### src/rtl/cypher_detector_if.sv
// Digit-entry bus between a keypad front end (master) and cypher_detector (slave).
interface cypher_detector_if #(
  parameter int DIGIT_W = 4,
  parameter int DIGITS  = 4,
  parameter int SUM_W   = 8
);
  logic [DIGITS*DIGIT_W-1:0] cypher;
  logic [DIGIT_W-1:0]        num;
  logic                      read;
  logic [SUM_W-1:0]          sum;
  logic                      right;

  modport master (output cypher, output num, output read, input sum, input right);
  modport slave  (input cypher, input num, input read, output sum, output right);
endinterface

### src/rtl/cypher_detector.sv
// Serial combination-lock detector: matches the last DIGITS accepted digits against a captured code.
// Optional CYPHER_DETECTOR_REARM_EN: right pulses once per match and the detector re-arms with the same code.
module cypher_detector #(
  parameter int DIGIT_W = 4,
  parameter int DIGITS  = 4,
  parameter int SUM_W   = 8
) (
  input logic              clock,
  input logic              reset,
  cypher_detector_if.slave bus
);
  localparam int CODE_W = DIGITS * DIGIT_W;
  localparam int CNT_W  = $clog2(DIGITS + 1);

  typedef enum logic [1:0] {IDLE, FILL, SCAN, FOUND} state_e;

  state_e              state_q, state_d;
  logic [CODE_W-1:0]   code_q, code_d;
  logic [CODE_W-1:0]   win_q, win_d, win_shift;
  logic [CNT_W-1:0]    cnt_q, cnt_d;
  logic [SUM_W-1:0]    sum_q, sum_d, sum_base;
  logic                right_q, right_d;
`ifdef CYPHER_DETECTOR_REARM_EN
  logic                clr_q, clr_d;
`endif

  function automatic logic [SUM_W-1:0] sat_add(input logic [SUM_W-1:0] a,
                                               input logic [DIGIT_W-1:0] b);
    logic [SUM_W:0] t;
    t = {1'b0, a} + {{(SUM_W + 1 - DIGIT_W){1'b0}}, b};
    return t[SUM_W] ? {SUM_W{1'b1}} : t[SUM_W-1:0];
  endfunction

  // Newest digit enters at the top, so after DIGITS shifts the oldest sits in bits [DIGIT_W-1:0].
  assign win_shift = {bus.num, win_q[CODE_W-1:DIGIT_W]};

`ifdef CYPHER_DETECTOR_REARM_EN
  assign sum_base = clr_q ? '0 : sum_q;
`else
  assign sum_base = sum_q;
`endif

  always_comb begin
    state_d = state_q;
    code_d  = code_q;
    win_d   = win_q;
    cnt_d   = cnt_q;
    sum_d   = sum_q;
`ifdef CYPHER_DETECTOR_REARM_EN
    right_d = 1'b0;
    clr_d   = clr_q;
`else
    right_d = right_q;
`endif
    unique case (state_q)
      IDLE: begin
        if (bus.read) begin
          code_d  = bus.cypher;
          win_d   = win_shift;
          sum_d   = sat_add(sum_base, bus.num);
          cnt_d   = CNT_W'(1);
          state_d = FILL;
`ifdef CYPHER_DETECTOR_REARM_EN
          clr_d   = 1'b0;
`endif
        end
      end
      FILL, SCAN: begin
        if (bus.read) begin
          win_d = win_shift;
          sum_d = sat_add(sum_base, bus.num);
          cnt_d = (cnt_q == CNT_W'(DIGITS)) ? cnt_q : cnt_q + 1'b1;
`ifdef CYPHER_DETECTOR_REARM_EN
          clr_d = 1'b0;
`endif
          if (cnt_d == CNT_W'(DIGITS)) begin
            state_d = SCAN;
            if (win_shift == code_q) begin
              right_d = 1'b1;
`ifdef CYPHER_DETECTOR_REARM_EN
              state_d = FILL;
              win_d   = '0;
              cnt_d   = '0;
              clr_d   = 1'b1;
`else
              state_d = FOUND;
`endif
            end
          end
        end
      end
      FOUND: ;
      default: state_d = IDLE;
    endcase
  end

  always_ff @(posedge clock) begin
    if (reset) begin
      state_q <= IDLE;
      win_q   <= '0;
      cnt_q   <= '0;
      sum_q   <= '0;
      right_q <= 1'b0;
`ifdef CYPHER_DETECTOR_REARM_EN
      clr_q   <= 1'b0;
`endif
    end else begin
      state_q <= state_d;
      win_q   <= win_d;
      cnt_q   <= cnt_d;
      sum_q   <= sum_d;
      right_q <= right_d;
`ifdef CYPHER_DETECTOR_REARM_EN
      clr_q   <= clr_d;
`endif
    end
  end

  // The code register only loads at the IDLE capture edge, so it needs no reset.
  always_ff @(posedge clock) begin
    code_q <= code_d;
  end

  assign bus.sum   = sum_q;
  assign bus.right = right_q;
endmodule

### src/flat_wrapper.sv
// flat-port wrapper written by rule: the top's interface ports become plain ports
module cypher_detector_flat 
#(
  parameter int DIGIT_W = 4,
  parameter int DIGITS  = 4,
  parameter int SUM_W   = 8
)
  (clock, reset, bus_cypher, bus_num, bus_read, bus_sum, bus_right);
  cypher_detector_if #(.DIGIT_W(DIGIT_W), .DIGITS(DIGITS), .SUM_W(SUM_W)) bus_i ();
  input logic clock;
  input logic reset;
  input wire logic [$bits(bus_i.cypher)-1:0] bus_cypher;
  input wire logic [$bits(bus_i.num)-1:0] bus_num;
  input wire logic [$bits(bus_i.read)-1:0] bus_read;
  output wire logic [$bits(bus_i.sum)-1:0] bus_sum;
  output wire logic [$bits(bus_i.right)-1:0] bus_right;
  assign bus_i.cypher = bus_cypher;
  assign bus_i.num = bus_num;
  assign bus_i.read = bus_read;
  assign bus_sum = bus_i.sum;
  assign bus_right = bus_i.right;
  cypher_detector #(.DIGIT_W(DIGIT_W), .DIGITS(DIGITS), .SUM_W(SUM_W)) u_core (.clock(clock), .reset(reset), .bus(bus_i));
endmodule
### config.mk
export PLATFORM = sky130hd
export DESIGN_NAME = cypher_detector_flat
export DESIGN_NICKNAME = d
export VERILOG_FILES = /design/src/rtl/cypher_detector_if.sv /design/src/rtl/cypher_detector.sv /design/src/flat_wrapper.sv
export SDC_FILE = /design/constraint.sdc
export NUM_CORES = 1
export LEC_CHECK = 0
export ABC_AREA = 0
export CAP_MARGIN = 10
export CORE_MARGIN = 2
export CORE_UTILIZATION = 48
export DETAILED_ROUTE_END_ITERATION = 6
export PLACE_DENSITY = 0.72
export SLEW_MARGIN = 20
export SYNTH_ARGS = -nofsm -noshare
export SYNTH_HDL_FRONTEND = slang
export SYNTH_SLANG_ARGS = --single-unit
### constraint.sdc
create_clock -name clock -period 3.55 [get_ports clock]
set_clock_uncertainty 0.2 [all_clocks]
set_input_delay 0.5325 -clock clock [delete_from_list [all_inputs] [get_ports clock]]
set_output_delay 0.5325 -clock clock [all_outputs]
set_load 0.03 [all_outputs]
==> results.yml <==
timing:
  drv_slew: 0
  setup_viol: 0
  grt_setup_unrepaired: "false"
  tns_ps: 0
  finalHoldViolations: 0
  period_share_pct: 71.3
  clock.fmax_mhz: 395
  relSlewSlack_pct: 38.2
  min_period_ps: 2530
  worstMarginPinSlew_ps: 925
finish:
  mostFrequentLayoutCell: "nand2_1"
  final_cells: 267
  n_antenna_cell: 0
  area_growth_pct: 24.0
  layout_common_cells: "nand2_1, clkdlybuf4s50_1, dfxtp_1"
  drive_gt1_share_pct: 5.48
  nFillCells: 327
  nNetsFinal: 250
route:
  wl_per_cell_um: 14.0
  vias_per_cell: 5.34
  post-route-drc-count: 0
  num_vias: 1426
  routed_wl_um: 3730
  drt_first_pass_iters: 4
  ant_nets: 0
  first_iter_violations: 60
synth:
  ys_ff_latch: 42
  avgSynthCellArea_um2: 10.1
  syn-cell-area_mm2: 0.00188
  ys_seq_area_share_pct: 53.3
  synthesis.nets: 218
  synth_cell_types: 34
  ys_warn_count: 0
  netlist_instances: 186
  synth_top_area_share_pct: 27.7
  synth_top_area_cell: "dfxtp_1"
  synthTopCellsByArea: "dfxtp_1, edfxtp_1, xnor2_1, nand2_1, a21oi_1"
flow_run:
  max-cap-violations: 0
clock_network:
  cts_sinks: 42
  numCtsBuffers: 5
  ctsResizeCount: 0
  clk_latency_ps: 280
  clk_pin_slew_ps: 80
  cts_tree: "done"
  post-cts-setup-buffers: 0
  ctsHoldBuffers: 0
  clk_path_buf_depth: 2
  ctsHtreeMaxLevel: 2
  cts_root_buf: "clkbuf_8"
worst_setup_path:
  crit_arrival_ps: 2520
  cp-end-kind: "flop"
  r2r_cells: 7
  crit_required_ps: 3540
  ff2ff_setup_slack_ps: 1390
  start_kind: "primary input"
  r2r-end: "u_core.bus.sum[4]"
  regToRegStartpoint: "u_core.bus.sum[0]"
  path_max_fanout: 3
  path_class: "primary input to flop"
place:
  hpwl_um: 2760
  place_inst: 259
  port_buffers: 31
  gp_congestion: 0.876
global_routing:
  grt_pass1_wl_um: 6270
  grt_pass1_vias: 1370
  antenna_found_initial: 0
  grt.total_usage_pct: 18.8
  grt_start_max_net_pins: 27
  overflow: 0
die:
  fp-row-count: 22
  ioPinCount: 32
  core_mm2: 0.00372
  chipWidth_um: 66.5
  die_h_um: 66.5
  floorplan.initialDensity_pct: 50.5
  dieArea_mm2: 0.00443
hold_path:
  min_to: "u_core.win_q[4]"
  holdCritStartpoint: "u_core.win_q[4]"
  min_path_cells: 2
  hold_path_class: "flop to flop"
pwr:
  ir_drop_uv: 259
  power_density_mw_per_mm2: 435
  leakage_uw: 0.000817
status:
  status: "finished, final reports clean"
where the power goes:
group | internal (uW) | switching (uW) | leakage (uW)
Combinational | 68.5 | 74.5 | 0.000400
Clock | 175 | 147 | 0.0000519
Sequential | 529 | 18.1 | 0.000366
metrics by stage:
step | utilization, % | hold slack [ps] | total power (uW) | setup slack, ps | area [um^2]
6_report | 62.6 | 280 | 1010 | 1020 | 2330
5_1_grt | 62.6 | 294 | 1060 | 825 | 2330
4_1_cts | 62.6 | 283 | 1020 | 1020 | 2330
3_5_place_dp | 59.9 | 265 | 701 | 737 | 2230
3_3_place_gp | 59.9 | 257 | 694 | 771 | 2230
2_1_floorplan | - | 249 | 641 | 1400 | 1880
cell families (layout without fill, tap and decap cells):
group           count (synthesis)  count (layout)  synth area share, %
xor+xnor                       18              18                 8.40
flops                          42              42                 53.3
fa+ha+maj                       9               9                 6.40
compound gates                 41              41                 13.2
buf+inv                        13              46                 2.67
simple gates                   63              63                 16.0
worst max-delay path, cell delays in order:
cell,delay (ps)
clkdlybuf4s50_1,460
ha_1,250
fa_1,420
a21o_1,190
a21oi_1,210
nor2_1,80
and3_1,210
nor3_1,160
synthesized netlist by cell type:
master / count
nand2_1: 33
dfxtp_1: 26
a21oi_1: 22
xnor2_1: 18
edfxtp_1: 16
ha_1: 8
nor2_1: 8
clkbuf_1: 6
inv_1: 6
nand4_1: 5
nor3_1: 5
a211oi_1: 4
a21o_1: 3
a31oi_1: 3
nand2b_1: 2
nand3_1: 2
o21ai_0: 2
a2111oi_0: 1
a211o_1: 1
a21boi_1: 1
a21oi_2: 1
a22oi_1: 1
and2b_1: 1
and3_1: 1
and4b_1: 1
buf_2: 1
fa_1: 1
nor2b_1: 1
nor3_2: 1
nor4_2: 1
o21ai_1: 1
o21ba_2: 1
or3_1: 1
or3b_1: 1
layer usage:
layer / part of all wire, % / GRT usage, % / vias to the layer above
met3: 3.1 / 3.72 / 2
li1: - / - / 715
met1: 45 / 24.3 / 677
met5: 0 / 0 / -
met2: 51 / 32.0 / 32
met4: 0.62 / 5.36 / 0
registers in the layout, summed over array words and instances, names as in the netlist:
signal and flops:
u_core.code_q 16, u_core.win_q 12, u_core.bus.right 1, u_core.bus.sum 8, u_core.cnt_q 3, u_core.state_q 2
cell type report:
class / instances / area, um^2 / share of cell area, %
multi-input combinational: 131 / 826 / 35.5
sequential: 42 / 1000 / 43.0
inverter: 6 / 22.5 / 0.968
clock inverter: 1 / 3.75 / 0.161
clock buffer: 7 / 96.3 / 4.14
timing repair buffer: 32 / 318 / 13.7
tap: 48 / 60.1 / 2.58
how the worst max path moves through the flow:
| stage | startpoint | end | slack, ps | cells past startpoint |
|---|---|---|---|---|
| floorplan | bus_num[0] | u_core.bus.sum[4] | 1400 | 7 |
| global placement | bus_num[0] | u_core.bus.sum[4] | 770 | 8 |
| detailed placement | bus_num[0] | u_core.bus.sum[4] | 740 | 8 |
| CTS | bus_num[0] | u_core.bus.sum[4] | 1020 | 8 |
| global route | bus_num[0] | u_core.bus.sum[4] | 830 | 8 |
| finish | bus_num[0] | u_core.bus.sum[4] | 1020 | 8 |
No activity file was read; power rests on OpenSTA's default activity.
